--- config.mk ---
export PLATFORM = sky130hd
export DESIGN_NAME = rob_retire
export DESIGN_NICKNAME = d
export VERILOG_FILES = /design/src/rtl/rob_retire.sv
export SDC_FILE = /design/constraint.sdc
export NUM_CORES = 1
export LEC_CHECK = 0
export CORE_MARGIN = 2
export CORE_UTILIZATION = 43
export CTS_BUF_LIST = sky130_fd_sc_hd__clkbuf_2
export DETAILED_ROUTE_END_ITERATION = 8
export GPL_TIMING_DRIVEN = 0
export PLACE_DENSITY = 0.61
export SLEW_MARGIN = 0
export SYNTH_ARGS = -nofsm -noshare
export SYNTH_HDL_FRONTEND = slang
export SYNTH_SLANG_ARGS = --single-unit
export TNS_END_PERCENT = 20
--- constraint.sdc ---
create_clock -name clk -period 6.8 [get_ports clk]
set_input_delay 1.02 -clock clk [delete_from_list [all_inputs] [get_ports clk]]
set_output_delay 1.02 -clock clk [all_outputs]
set_load 0.01 [all_outputs]
--- src/rtl/rob_retire.sv ---
// Reorder buffer with in-order retire.
// Rename allocates rows at the tail, functional units mark rows complete by
// index, and the head row retires once complete. Each retire returns the old
// physical destination register to the free list.
// Optional build macro: ROB_CMPL_BYPASS_EN lets a completion aimed at the head
// row raise retire_valid in the same cycle (zero-cycle completion-to-retire).
module rob_retire #(
    parameter int DEPTH  = 16,
    parameter int IDX_W  = 4,
    parameter int PREG_W = 7,
    parameter int NCMPL  = 3
) (
    input  logic                   clk,
    input  logic                   rst_n,
    input  logic                   flush,
    input  logic                   alloc_valid,
    output logic                   alloc_ready,
    input  logic [PREG_W-1:0]      alloc_preg_dst,
    input  logic [PREG_W-1:0]      alloc_old_preg_dst,
    input  logic                   alloc_reg_write,
    output logic [IDX_W-1:0]       alloc_rob_idx,
    input  logic [NCMPL-1:0]       cmpl_valid,
    input  logic [NCMPL*IDX_W-1:0] cmpl_rob_idx,
    output logic                   retire_valid,
    input  logic                   retire_ready,
    output logic [IDX_W-1:0]       retire_rob_idx,
    output logic [PREG_W-1:0]      retire_preg_dst,
    output logic                   free_valid,
    output logic [PREG_W-1:0]      free_preg,
    output logic [IDX_W:0]         count,
    output logic                   empty,
    output logic                   full
);

    localparam int PTR_W = IDX_W + 1;
    localparam logic [PTR_W-1:0] PTR_ONE = PTR_W'(1);

    // Pointers carry an extra wrap bit so full and empty are distinguishable.
    logic [PTR_W-1:0]  head_reg;
    logic [PTR_W-1:0]  tail_reg;
    logic [PTR_W-1:0]  head_next;
    logic [PTR_W-1:0]  tail_next;
    logic [IDX_W-1:0]  head_idx;
    logic [IDX_W-1:0]  tail_idx;

    // Per-row status bits (reset) and payload storage (no reset needed).
    logic [DEPTH-1:0]  valid_reg;
    logic [DEPTH-1:0]  complete_reg;
    logic [DEPTH-1:0]  reg_write_mem;
    logic [PREG_W-1:0] preg_dst_mem [DEPTH];
    logic [PREG_W-1:0] old_preg_mem [DEPTH];

    logic [DEPTH-1:0]  cmpl_hit;
    logic              head_done;
    logic              full_int;
    logic              alloc_fire;
    logic              retire_fire;

    assign head_idx = head_reg[IDX_W-1:0];
    assign tail_idx = tail_reg[IDX_W-1:0];

    assign full_int = (head_reg[IDX_W-1:0] == tail_reg[IDX_W-1:0]) &&
                      (head_reg[IDX_W] != tail_reg[IDX_W]);
    assign full     = full_int;
    assign empty    = (head_reg == tail_reg);
    assign count    = tail_reg - head_reg;

    // Allocation only looks at registered fullness; retire cannot free a slot
    // for allocation in the same cycle, which keeps retire_ready off this path.
    assign alloc_ready   = !full_int;
    assign alloc_rob_idx = tail_idx;
    assign alloc_fire    = alloc_valid && !full_int && !flush;

    // Decode every completion port into a per-row hit vector; duplicates OR.
    always_comb begin
        cmpl_hit = '0;
        for (int k = 0; k < NCMPL; k++) begin
            if (cmpl_valid[k]) begin
                cmpl_hit[cmpl_rob_idx[k*IDX_W +: IDX_W]] = 1'b1;
            end
        end
    end

`ifdef ROB_CMPL_BYPASS_EN
    // A completion arriving for the head row counts as done immediately.
    assign head_done = complete_reg[head_idx] || cmpl_hit[head_idx];
`else
    // Completion becomes visible to retire one cycle after the strobe.
    assign head_done = complete_reg[head_idx];
`endif

    assign retire_valid    = valid_reg[head_idx] && head_done;
    assign retire_rob_idx  = head_idx;
    assign retire_preg_dst = preg_dst_mem[head_idx];
    assign retire_fire     = retire_valid && retire_ready && !flush;

    // The free list sees the old mapping only when the retiring op wrote a reg.
    assign free_valid = retire_fire && reg_write_mem[head_idx];
    assign free_preg  = old_preg_mem[head_idx];

    // Pointer advance on each handshake.
    always_comb begin
        head_next = head_reg;
        tail_next = tail_reg;
        if (retire_fire) begin
            head_next = head_reg + PTR_ONE;
        end
        if (alloc_fire) begin
            tail_next = tail_reg + PTR_ONE;
        end
    end

    // Pointer registers; flush rewinds both to zero.
    always_ff @(posedge clk or negedge rst_n) begin
        if (!rst_n) begin
            head_reg <= '0;
            tail_reg <= '0;
        end else if (flush) begin
            head_reg <= '0;
            tail_reg <= '0;
        end else begin
            head_reg <= head_next;
            tail_reg <= tail_next;
        end
    end

    // Per-row valid/complete tracking. Allocation and retire never target the
    // same row in one cycle, and a completion only sticks to a live row.
    for (genvar gi = 0; gi < DEPTH; gi++) begin : g_row
        logic row_alloc;
        logic row_retire;

        assign row_alloc  = alloc_fire && (tail_idx == IDX_W'(gi));
        assign row_retire = retire_fire && (head_idx == IDX_W'(gi));

        // Row status update.
        always_ff @(posedge clk or negedge rst_n) begin
            if (!rst_n) begin
                valid_reg[gi]    <= 1'b0;
                complete_reg[gi] <= 1'b0;
            end else if (flush) begin
                valid_reg[gi]    <= 1'b0;
                complete_reg[gi] <= 1'b0;
            end else if (row_alloc) begin
                valid_reg[gi]    <= 1'b1;
                complete_reg[gi] <= 1'b0;
            end else if (row_retire) begin
                valid_reg[gi]    <= 1'b0;
                complete_reg[gi] <= 1'b0;
            end else if (cmpl_hit[gi] && valid_reg[gi]) begin
                complete_reg[gi] <= 1'b1;
            end
        end

        // Payload capture at allocation; contents are don't-care until valid.
        always_ff @(posedge clk) begin
            if (row_alloc) begin
                reg_write_mem[gi] <= alloc_reg_write;
                preg_dst_mem[gi]  <= alloc_preg_dst;
                old_preg_mem[gi]  <= alloc_old_preg_dst;
            end
        end
    end

endmodule

After elaboration in Yosys (flattened, before gate mapping)
Memories as Yosys holds them, arrays and structs flattened.
Cells that the tools add are included.
Widths: inputs -> output; s select.
- $add $sub $neg: 3
- order comparisons: 7
- eq/ne operators: 33
- multiplexer cells: 253
- bitwise logic cells: 2
- reductions and logical operators: 126
- operators with widths (cell ; number):
    $mux 7 ; 30
    $reduce_or 7->1 ; 30
    $mux 1 ; 180
    $mux 4 ; 30
    $eq 4x4->1 const B ; 16
    $reduce_bool 4->1 ; 16
    $logic_and 1x1->1 ; 58
    $mux 16 ; 3
    $reduce_bool 3->1 ; 16
    $eq 4x3->1 const B ; 8
    $or 16x16->16 ; 2
    $lt 4x5->1 const B ; 4
    $mux 5 ; 4
    $eq 4x2->1 const B ; 4
    $bmux 1 s4 ; 3
    $demux 1 s4 ; 3
    $ge 4x1->1 const B ; 3
    $add 5x1->5 const B ; 2
    $eq 4x1->1 const B ; 2
    $logic_not 4->1 ; 2
    $eq 5x5->1 ; 1
    $sub 5x5->5 ; 1
    $eq 4x4->1 ; 1
    $reduce_bool 2->1 ; 2
    other kinds (2) ; 3
- flip-flop bits (word level): 58
- bits in writable memories: 224
- input port bits: 35
- output and inout port bits: 32
- word-level logic and storage cells: 476
- memories: 2
- memory list (name ; words ; width ; read ports ; clocked after Yosys merged registers in ; wr ports ; RTL line ; source):
    old_preg_mem ; 16 ; 7 ; 1 ; 0 ; 1 ; 51 ; logic [PREG_W-1:0] old_preg_mem [DEPTH];
    preg_dst_mem ; 16 ; 7 ; 1 ; 0 ; 1 ; 50 ; logic [PREG_W-1:0] preg_dst_mem [DEPTH];

Longest topological paths before layout
- word-level depth: 24
- depth in mapped cells: 9
- depth with buffers taken out: 7

Worst setup path after synthesis
OpenSTA, ideal clock, no wires.
- path type: register -> register
- start: reg head_reg[2]
- end: mem old_preg_mem[5][0], enable pin
- setup time: 0.388 ns
- arrival time: 2.796 ns
- setup slack: 3.616 ns
- cell stages (with the launch flop): 9
- path buffers: 2
- period minus slack after synthesis: 3.184 ns
- path through: dfrtp_1 > inv_2 > buf_1 > ha_1 > nand4_1 > o21a_1 > clkbuf_1 > nand3b_1 > nor2_1
- elaborated cells between the ends (all ways): 98
- classes of those cells: eq/ne (1); mux (62); reduce/logical (35)
- RTL lines (item ; RTL line ; source):
    start: declaration ; 39 ; logic [PTR_W-1:0] head_reg;
    start signal: assignment ; 122 ; head_reg <= head_next;
    $eq 4x4->1 (*) ; 62 ; assign full_int = (head_reg[IDX_W-1:0] == tail_reg[IDX_W-1:0]) &&
    $logic_and 1x1->1 (*) ; 62 ;
    $logic_not 1->1 (*) ; 72 ; assign alloc_fire = alloc_valid && !full_int && !flush;
    $logic_and 1x1->1 (*) (2 in series) ; 72 ;
    $logic_and 1x1->1 (*) ; 133 ; assign row_alloc = alloc_fire && (tail_idx == IDX_W'(gi));
    named net g_row[5].row_alloc ; 130 ; logic row_alloc;
    $mux 1 (*) ; 157 ; if (row_alloc) begin
    $mux 1 (not written as such) (*) ; 160 ; old_preg_mem[gi] <= alloc_old_preg_dst;
    $reduce_or 7->1 (no source line) ; n/a ;
    $mux 4 (no source line) / $mux 1 (equally long branches) (11 in series) ; n/a ;
    end: declaration ; 51 ;
Mark *: on every way through the listed nets, which the timed path passes. The rest lies on a longest branch.

Worst setup path in the final report
- start: reg head_reg[1]
- end: out retire_preg_dst[3]
- longest elaborated chain between the ends: 1
- RTL lines (item ; RTL line ; source):
    $mem_v2 16x7 ; n/a ;
    end: declaration ; 27 ; output logic [PREG_W-1:0] retire_preg_dst,
No other way between the ends.

==> summary.txt <==
Outcome
  – Outcome: finished, final reports clean

Critical path
  – Worst Setup Start Kind: register
  – Reg2reg end: preg_dst_mem[7][5]
  – Req. time, crit path: 5.78 ns
  – R2R depth: 9
  – Crit-path max FO: 10
  – CP Class: reg2out
  – CP top delay family: buffers and inverters
  – CP cell instances: buf_1 > buf_1 > mux4_2 > mux4_2 > clkdlybuf4s50_1
  – CP Capture Type: output port
  – CP max-delay cell: buf_1
  – Worst path buffer plus inverter count: 3
  – Critical Path Max Stage Delay: 0.72 ns
  – Worst R2R Setup Slack: 2.56 ns
  – Worst Path Arrival: 3.92 ns
  – R2R Path Start: head_reg[2]

Timing
  – Fin Hold WS: 0.155 ns
  – Setup tns final: 0 ns
  – RSZ-0062 raised after global routing: no
  – Rel. slew slack: 0.298
  – Final Setup Violations: 0
  – Max Transition Viols Final: 0
  – F_max: 0.202 GHz
  – Tightest Pin Transition: 1.05 ns
  – Tmin final: 4.94 ns
  – Setup ws final: 1.86 ns
  – Fin crit share: 0.726
  – Worst clock skew: 0.0635 ns
  – Final hold violations: 0

Place
  – Post-placement cell count: 1,154
  – Final HPWL DP: 20,400 microns
  – PortBufs: 62
  – DP Area: 13,500 sq um
  – Routability congestion estimate: 0.875
  – Place WS: 2.64 ns

Clock network
  – TritonCTS buffer count: 72
  – Root Driver: clkbuf_2
  – Clk sink count: 282
  – Cts hold-fix bufs: 0
  – CTS max path bufs: 3
  – CTS tree: done
  – H-Tree Depth: 3
  – Clock slew at reported path FFs: 0.10 ns
  – Clk_lat worst skew: 0.87 ns
  – Post-CTS Setup Bufs: 0
  – CTS resizes: 0

Pwr
  – Lkg Pwr: 4.78 nW
  – Peak supply drop: 0.000115 V
  – Power Dens Cells: 224 nW/um^2
  – Total power draw: 3.16 mW

Logic synthesis
  – Yosys top cell by area: edfxtp_1
  – Async SR Flop Fraction: 0.149
  – Largest cells by area after synthesis: edfxtp_1 60%, mux4_2 15%, dfrtp_1 8.7%, nand2_1 1.3%, nor2_1 1.3%
  – Distinct cells, synth: 56
  – Number of synthesized register bits: 282
  – Area share of the largest cell type after synthesis: 0.598
  – Post-synth EDFFs: 240
  – Net Count, Synth: 745
  – Seq/Total Area, Yosys: 0.685
  – Primary FF master, synth: edfxtp_1
  – Mean Syn Cell Area: 17.3 sq um
  – Syn Inst Count: 697
  – Synth warnings: 0
  – Post-Syn Area: 12,100 sq um

Layout
  – Area delta synth->final: 17.3%
  – Largest regs: old_preg_mem: 112 flops, preg_dst_mem: 112 flops
  – Nets: 898
  – Post-layout util: 0.510
  – Non-filler instance count after layout: 1,278
  – Finished Cell Area: 14,100 sq um
  – Share of cells above drive strength 1: 0.277

Detailed routing
  – Routed WL: 30,400 microns
  – Routed Antenna Nets: 0
  – DRT Pass-1 Iters: 5
  – DR vias: 7,204
  – Number of remaining DRC errors: 0
  – WL/cell: 23.8 microns
  – Initial detailed-routing violation count: 533
  – Vias per cell: 5.64

Global route
  – Total track usage: 0.214
  – Largest net degree at the start of global routing: 23
  – GRT overflow: 0
  – Initial antenna violation count: 1
  – Global-route wire length before repair: 45,300 microns
  – Vias in the first global route: 7,680

Floorplan
  – Standard-cell row count: 61
  – CORE AREA: 27,700 sq um
  – Initial core utilization: 0.435
  – Chip width: 171 microns
  – DIE AREA: 29,400 sq um
  – Die H: 171 microns
  – Number of I/O pins: 67

Job
  – Total of max-cap violations: 0

Min path
  – Min-delay worst type: in2async
==> worst max-delay path by stage <==
stage / endpoint / cells past startpoint / start / slack [ns]
6_report: retire_preg_dst[3] / 5 / head_reg[1] / 1.86
5_1_grt: retire_preg_dst[6] / 5 / head_reg[1] / 1.67
4_1_cts: retire_preg_dst[6] / 5 / head_reg[1] / 1.73
3_5_place_dp: preg_dst_mem[14][0] / 9 / head_reg[2] / 2.64
3_3_place_gp: preg_dst_mem[3][1] / 7 / head_reg[2] / 1.85
2_1_floorplan: old_preg_mem[5][0] / 8 / head_reg[2] / 3.62
==> layout by cell type, fill, tap and decap left out, types with 10 or more instances in the layout <==
| master | instances |
|---|---|
| a21o_1 | 10 |
| a21oi_1 | 24 |
| buf_2 | 11 |
| buf_8 | 13 |
| clkbuf_1 | 19 |
| clkbuf_2 | 101 |
| clkdlybuf4s50_1 | 61 |
| clkinv_1 | 14 |
| dfrtp_1 | 42 |
| edfxtp_1 | 240 |
| ha_1 | 12 |
| inv_1 | 19 |
| mux4_2 | 79 |
| nand2_1 | 42 |
| nand2b_1 | 12 |
| nand3b_1 | 15 |
| nor2_1 | 25 |
| nor2_2 | 16 |
==> routing by layer <==
layer / share of wire / global-route usage
met1: 0.40 / 0.270
met2: 0.51 / 0.363
met3: 0.069 / 0.0538
met4: 0.019 / 0.0741
met5: 0 / 0
==> logic make-up after synthesis <==
logic type      count (synthesis)  share of synthesized area
compound gates                 89                     0.0534
fa+ha+maj                      13                     0.0141
simple gates                  156                     0.0657
mux                            84                      0.152
flops                         282                      0.685
xor+xnor                        9                    0.00654
buf+inv                        64                     0.0234
==> cell usage after synthesis (all sizes together) (4+ instances only) <==
| cell type | count |
|---|---|
| edfxtp | 240 |
| mux4 | 79 |
| dfrtp | 42 |
| nand2 | 42 |
| nor2 | 41 |
| a21oi | 24 |
| buf | 23 |
| inv | 21 |
| clkbuf | 19 |
| nand3b | 15 |
| ha | 12 |
| nand2b | 12 |
| a21o | 10 |
| nand3 | 8 |
| nor4 | 8 |
| nor3b | 7 |
| o21ai | 7 |
| nor3 | 6 |
| o32ai | 6 |
| a2111oi | 5 |
| xor2 | 5 |
| nor2b | 4 |
| o22a | 4 |
| xnor2 | 4 |
==> power by group <==
part / leakage, nW / internal, mW / switching, mW
sequential: 2.75 / 1.89 / 0.00602
clock: 0.477 / 0.444 / 0.670
combinational: 1.56 / 0.0625 / 0.0918
==> layout make-up <==
type | count | area [sq um]
Inverter | 22 | 82.6
Fill cell | 2324 | 13600
Antenna cell | 1 | 2.50
Timing Repair Buffer | 79 | 921
Buffer | 42 | 200
Tap cell | 378 | 473
Clock buffer | 101 | 505
Clock inverter | 22 | 140
Multi-Input combinational cell | 351 | 3560
Sequential cell | 282 | 8260
==> worst reg2reg max path, stage by stage, from the launching register on <==
cell and delay [ns]:
dfrtp_1 0.46, inv_2 0.30, buf_1 0.70, ha_1 0.42
nand4_1 0.25, o21a_1 0.15, clkbuf_1 0.30, nand3b_1 0.42
nor2_2 0.68, buf_8 0.24
No activity file was read; power rests on OpenSTA's default activity.
